[src/rtl/sipo_pack.sv]
// Byte-to-128-bit packing stage: 32-bit SIPO -> latch -> four data ports -> valid/ready FIFO.
// Optional SIPO_CHECK_EN macro adds a sticky error flag for latches that do not follow exactly four shifts.
module sipo_pack #(
  parameter int FIFO_DEPTH = 4,
  parameter int CNT_W      = 16
) (
  input  logic             clk,
  input  logic             reset_,
  input  logic [7:0]       data,
  input  logic             sipo_en,
  input  logic             latch_en,
  input  logic             dp1_en,
  input  logic             dp2_en,
  input  logic             dp3_en,
  input  logic             dp4_en,
  input  logic             wr,
  input  logic             done_frame,
  output logic [127:0]     out_data,
  output logic             out_last,
  output logic             out_valid,
  input  logic             out_ready,
  output logic             fifo_full,
  output logic             overflow,
  output logic [CNT_W-1:0] word_cnt,
  output logic             sipo_err
);

  localparam int             PTR_W   = (FIFO_DEPTH > 1) ? $clog2(FIFO_DEPTH) : 1;
  localparam logic [PTR_W:0] DEPTH_C = (PTR_W + 1)'(FIFO_DEPTH);

  typedef struct packed {
    logic         last;
    logic [127:0] data;
  } entry_t;

  logic [31:0]      sipo;
  logic [31:0]      latch_r;
  logic [31:0]      dp1, dp2, dp3, dp4;
  entry_t           mem [FIFO_DEPTH];
  logic [PTR_W-1:0] wr_ptr, rd_ptr;
  logic [PTR_W:0]   count;
  logic             pop;
  logic             push_ok;

  assign out_valid = (count != '0);
  assign pop       = out_valid && out_ready;
  // A full FIFO still accepts a push when the head leaves in the same cycle.
  assign push_ok   = wr && ((count < DEPTH_C) || pop);
  assign fifo_full = (count == DEPTH_C);
  assign out_data  = out_valid ? mem[rd_ptr].data : '0;
  assign out_last  = out_valid && mem[rd_ptr].last;

  // NOTE: non-blocking updates make every stage read its source's pre-edge value,
  // so a same-cycle shift/latch/load/push chain never sees this cycle's update.
  always_ff @(posedge clk) begin
    if (!reset_) begin
      sipo    <= '0;
      latch_r <= '0;
      dp1     <= '0;
      dp2     <= '0;
      dp3     <= '0;
      dp4     <= '0;
    end else begin
      if (sipo_en)  sipo    <= {sipo[23:0], data};
      if (latch_en) latch_r <= sipo;
      if (dp1_en)   dp1     <= latch_r;
      if (dp2_en)   dp2     <= latch_r;
      if (dp3_en)   dp3     <= latch_r;
      if (dp4_en)   dp4     <= latch_r;
    end
  end

  always_ff @(posedge clk) begin
    if (!reset_) begin
      wr_ptr   <= '0;
      rd_ptr   <= '0;
      count    <= '0;
      overflow <= 1'b0;
      word_cnt <= '0;
    end else begin
      if (push_ok) begin
        wr_ptr   <= wr_ptr + PTR_W'(1);
        word_cnt <= word_cnt + CNT_W'(1);
      end
      if (pop) rd_ptr <= rd_ptr + PTR_W'(1);
      if (wr && !push_ok) overflow <= 1'b1;
      count <= count + (PTR_W + 1)'(push_ok) - (PTR_W + 1)'(pop);
    end
  end

  // NOTE: entry storage has no reset; count alone decides which entries are visible.
  always_ff @(posedge clk) begin
    if (reset_ && push_ok) mem[wr_ptr] <= '{last: done_frame, data: {dp1, dp2, dp3, dp4}};
  end

`ifdef SIPO_CHECK_EN
  logic [2:0] shift_cnt;

  // Counts shifts since the last latch, saturating at a full word of four bytes.
  always_ff @(posedge clk) begin
    if (!reset_) begin
      shift_cnt <= '0;
      sipo_err  <= 1'b0;
    end else if (latch_en) begin
      if (shift_cnt != 3'd4) sipo_err <= 1'b1;
      shift_cnt <= sipo_en ? 3'd1 : 3'd0;
    end else if (sipo_en && shift_cnt != 3'd4) begin
      shift_cnt <= shift_cnt + 3'd1;
    end
  end
`else
  assign sipo_err = 1'b0;
`endif

endmodule

[config.mk]
export PLATFORM = sky130hd
export DESIGN_NAME = sipo_pack
export DESIGN_NICKNAME = d
export VERILOG_FILES = /design/src/rtl/sipo_pack.sv
export SDC_FILE = /design/constraint.sdc
export NUM_CORES = 1
export LEC_CHECK = 0
export CORE_MARGIN = 3
export CORE_UTILIZATION = 61
export CTS_BUF_LIST = sky130_fd_sc_hd__clkbuf_8
export DETAILED_ROUTE_END_ITERATION = 8
export HOLD_SLACK_MARGIN = 0.12
export PLACE_DENSITY_LB_ADDON = 0.25
export REMOVE_ABC_BUFFERS = 1
export SLEW_MARGIN = 20
export SYNTH_ARGS = -nofsm -noshare
export SYNTH_HDL_FRONTEND = slang
export SYNTH_SLANG_ARGS = --single-unit
export TNS_END_PERCENT = 20
[constraint.sdc]
create_clock -name clk -period 6.9 [get_ports clk]
set_input_delay 1.38 -clock clk [delete_from_list [all_inputs] [get_ports clk]]
set_output_delay 1.38 -clock clk [all_outputs]
set_load 0.02 [all_outputs]
; After elaboration in Yosys (flattened, before gate mapping)
; Memory sizes are Yosys's and may differ from the RTL's. A register that Yosys moved wholly into a read port is not among the register bits.
; Index checks and enable logic that the tools add are counted.
[word_totals]
ff_bits = 216
latchBits = 0
ram_bits = 516
romBits = 0
inputBits = 19
out_inout_bits = 149
word_cells = 32
mem_count = 1
[op_classes]
addsub = 5
n_mul = 0
n_div = 0
order_cmp = 1
eq_ne = 1
shifts = 0
muxes = 5
bitwise_logic = 0
reduce_logical = 8
[mem_list]
columns = name, words, width, read_ports, rd_clocked_by_memory_dff, wr, line
row1 = mem, 4, 129, 1, 1, 1, 39  ; entry_t mem [FIFO_DEPTH];
[ops]
columns = operator, count
row1 = $mux W128, 1
row2 = $add A16 B1 Y16 const B, 1
row3 = $logic_and A1 B1 Y1, 5
row4 = $add A2 B1 Y2 const B, 2
row5 = $mux W2, 2
row6 = $add A3 B1 Y3, 1
row7 = $eq A3 B3 Y1 const B, 1
row8 = $lt A3 B3 Y1 const B, 1
row9 = $reduce_bool A3 Y1, 1
row10 = $sub A3 B1 Y3, 1
row11 = $mux W1, 2
row12 = $logic_not A1 Y1, 1
row13 = $logic_or A1 B1 Y1, 1

; Logic depth before layout (Yosys ltp)
[logic_depth]
depth_word = 7
depth_mapped = 11
mapped_depth_nobuf = 10

; Worst setup path after synthesis
; Ideal clock, no wire load.
[synth_timing]
kind = input to register
start = input port out_ready
end = memory mem[0][0] (netlist name) (enable)
setup_time_ns = 0.505
arrival_ns = 4.976
required_ns = 6.395
setup_slack_ns = 1.420
cell_stages = 4
n_path_buf = 1
path_cell_list = nand2b_1 and2_1 clkbuf_1 and3_1
[synth_via]
elab_chain_len = 6
[synth_lines]
columns = item, line
row1 = from (decl), 21  ; input logic out_ready,
row2 = $logic_and A1 B1 Y1, 46  ; assign pop = out_valid && out_ready;
row3 = $logic_or A1 B1 Y1, 48  ; assign push_ok = wr && ((count < DEPTH_C) || pop);
row4 = $logic_and A1 B1 Y1, 48
row5 = $logic_and A1 B1 Y1, 93  ; if (reset_ && push_ok) mem[wr_ptr] <= '{last: done_frame, data: {dp1, dp2, dp3, dp4}};
row6 = $mux W1, 93
row7 = $mux W1 (implied by the code), 93
row8 = to (decl), 39
; No other way between the ends.

==> results_dict.tcl <==
set metrics [dict create \
    final_nets 1805 \
    synth_warnings 0 \
    min_period_ps 4900 \
    critical_path_class "reg2out" \
    grt_pass1_vias 14761 \
    finalWorstSetupSlack_ps 2000 \
    hpwl_mm 29.0 \
    postCtsSetupRepairBufs 0 \
    cts.sinks 734 \
    fin_skew_ps 17.5 \
    die_y_um 218 \
    r2r_cells 4 \
    setup_viol_count_final 0 \
    dp_slack_ps 2440 \
    dr.pass1.iters 5 \
    synth_cells 1578 \
    peakVddDrop_uv 262 \
    hold_end "overflow" \
    regToRegStartpoint "count[2]" \
    clockBufferDepth 3 \
    io_buffers 166 \
    fmax_mhz 204 \
    slew_headroom_pct 30.5 \
    clkTransAtPathRegs_ps 60 \
    max_stage_delay_ps 930 \
    critPathTopFamily "buffers and inverters" \
    antenna_found_initial 1 \
    cp_cell_sequence "buf_4, mux4_2, and2_1, clkdlybuf4s50_1" \
    ctsHoldBuffers 0 \
    start_kind "register" \
    place.gp.congestion 0.739 \
    area_delta_synth_final_pct 15.7 \
    h-tree-depth 3 \
    synth_edf_count 516 \
    drive_above_1_share_pct 16.4 \
    worstPathArrival_ps 3520 \
    num_vias 14171 \
    grt_setup_unrepaired "no" \
    antennaDiodeCount 0 \
    outcome "complete, no violations" \
    syn_avg_cell_area_um2 17.3 \
    core_um2 43600 \
    drc_errors 0 \
    worst_slew_pin_slew_ps 1040 \
    hold_violations 0 \
    required_ps 5520 \
    clock_latency_ps 670 \
    tns_ps 0 \
    synthDistinctLibCells 30 \
    cp_slowest_cell "dfxtp_4" \
    worst-path-buf-inv 2 \
    end_kind "output port" \
    min-delay-path-class "reg2reg" \
    rows 76 \
    fin_crit_sh_pct 71.0 \
    powerDensity_nw_per_um2 347 \
    synth_flop_cell "edfxtp_1" \
    syn_area_um2 27300 \
    drtIter0Drc 1007 \
    wl_per_cell_um 21.9 \
    cp.depth 4 \
    crit_fanout 43 \
    final_common_cell "edfxtp_1" \
    via_per_inst 5.77 \
    grt_max_degree 154 \
    dieArea_um2 47300 \
    slew_viol_final 0 \
    gr-total-overflow 0 \
    r2r_slack_ps 4050 \
    cts_tree "yes" \
    ant_nets 0 \
    max-cap-violations 0 \
    seqCellArea_um2 19900 \
    multiInputGateArea_um2 7020 \
    fp.dieW_um 218 \
    power_leakage_nw 11.4 \
    r2r-end "mem[0][85]" \
    ys_seq_elements 734 \
    track_usage_pct 23.4 \
    async_flop_share_pct 0 \
    cts_resized 0 \
    root_buffer "clkbuf_8" \
    final_cell_mix "edfxtp_1, dfxtp_1, nor2_1, mux2i_1, clkdlybuf4s50_1" \
    num_io_pins 168 \
    hold_depth 2 \
    drt-total-wl_mm 53.8 \
    yosysSeqAreaShare_pct 72.8 \
    initial_core_util_pct 62.5 \
    holdWs_ps 486 \
    totalPowerFinal_mw 11.0 \
    min-delay-start "overflow" \
    cts_buffers 107 \
    n_fill_cell 2687 \
    grt_pass1_wl_mm 84.8 \
]
## final cells by class
class                      count  area share (%)
sequential                   734            62.9
multi-input combinational    739            22.2
timing repair buffer         185            5.74
clock buffer                 128            5.58
tap                          585            2.32
clock inverter                73            1.06
inverter                      11           0.155
## per-layer routing
metal,vias to the layer above,share of wire [%],global-route usage [%]
met5,-,0.024,0
met4,2,1.8,7.07
met3,75,6.1,4.03
met2,448,50,38.4
met1,7292,42,32.8
li1,6354,-,-
## cells in the mapped netlist, types with 2 or more instances
cell type	instances	share of area, %
nand3_1	5	0.092
nand2_1	7	0.096
buf_4	2	0.055
inv_1	10	0.14
mux2i_1	192	7.0
dfxtp_1	218	16
buf_1	12	0.17
buf_2	33	0.61
a21oi_1	15	0.28
ha_1	7	0.32
edfxtp_1	516	57
nand4_1	4	0.092
o21ai_0	5	0.092
clkbuf_1	47	0.65
xnor2_1	5	0.16
xor2_1	3	0.096
nor2_1	201	2.8
and3_1	5	0.11
o31ai_1	7	0.19
mux4_2	129	11
and4_1	2	0.064
or4_1	7	0.19
or3_1	6	0.14
and2_1	134	3.1
## tightest hold or removal path, stage by stage (launching register included)
cell and delay (ps):
dfxtp_1 320, a21oi_1 50, nor2_1 80
## logic make-up after synthesis
kind of cell | Yosys count | synth area share (%)
fa+ha+maj | 8 | 0.394
buf+inv | 105 | 1.62
compound gates | 27 | 0.559
xor+xnor | 8 | 0.257
flops | 734 | 72.8
simple gates | 374 | 6.71
other cells | 1 | 0.0137
mux | 321 | 17.7
## state kept, by name (all words and copies together) (netlist names), named ones only
register  flops
dp2          32
dp4          32
mem         516
dp1          32
count         3
latch_r      32
word_cnt     16
overflow      1
wr_ptr        2
rd_ptr        2
dp3          32
sipo         32
## power breakdown
group,internal [mW],switching [mW]
clock network,1.72,1.56
logic,1.31,1.40
registers,4.83,0.138
## metrics by stage
stage / instance area (um^2) / utilization, % / std cells
detailed placement: 29500 / 67.5 / 2254
floorplan: 26900 / - / 1484
finish: 31600 / 72.3 / 2455
global route: 31600 / 72.3 / 2455
global placement: 29500 / 67.5 / 2254
CTS: 31600 / 72.3 / 2455
## worst max-delay path by stage
stage | end | slack [ps]
6_report | out_data[116] | 2000
5_1_grt | out_data[61] | 1700
4_1_cts | out_data[61] | 1820
3_5_place_dp | mem[0][12] | 2440
3_3_place_gp | mem[0][112] | 2520
2_1_floorplan | out_data[0] | -700
Note: power is estimated with default switching activity, not from simulation.
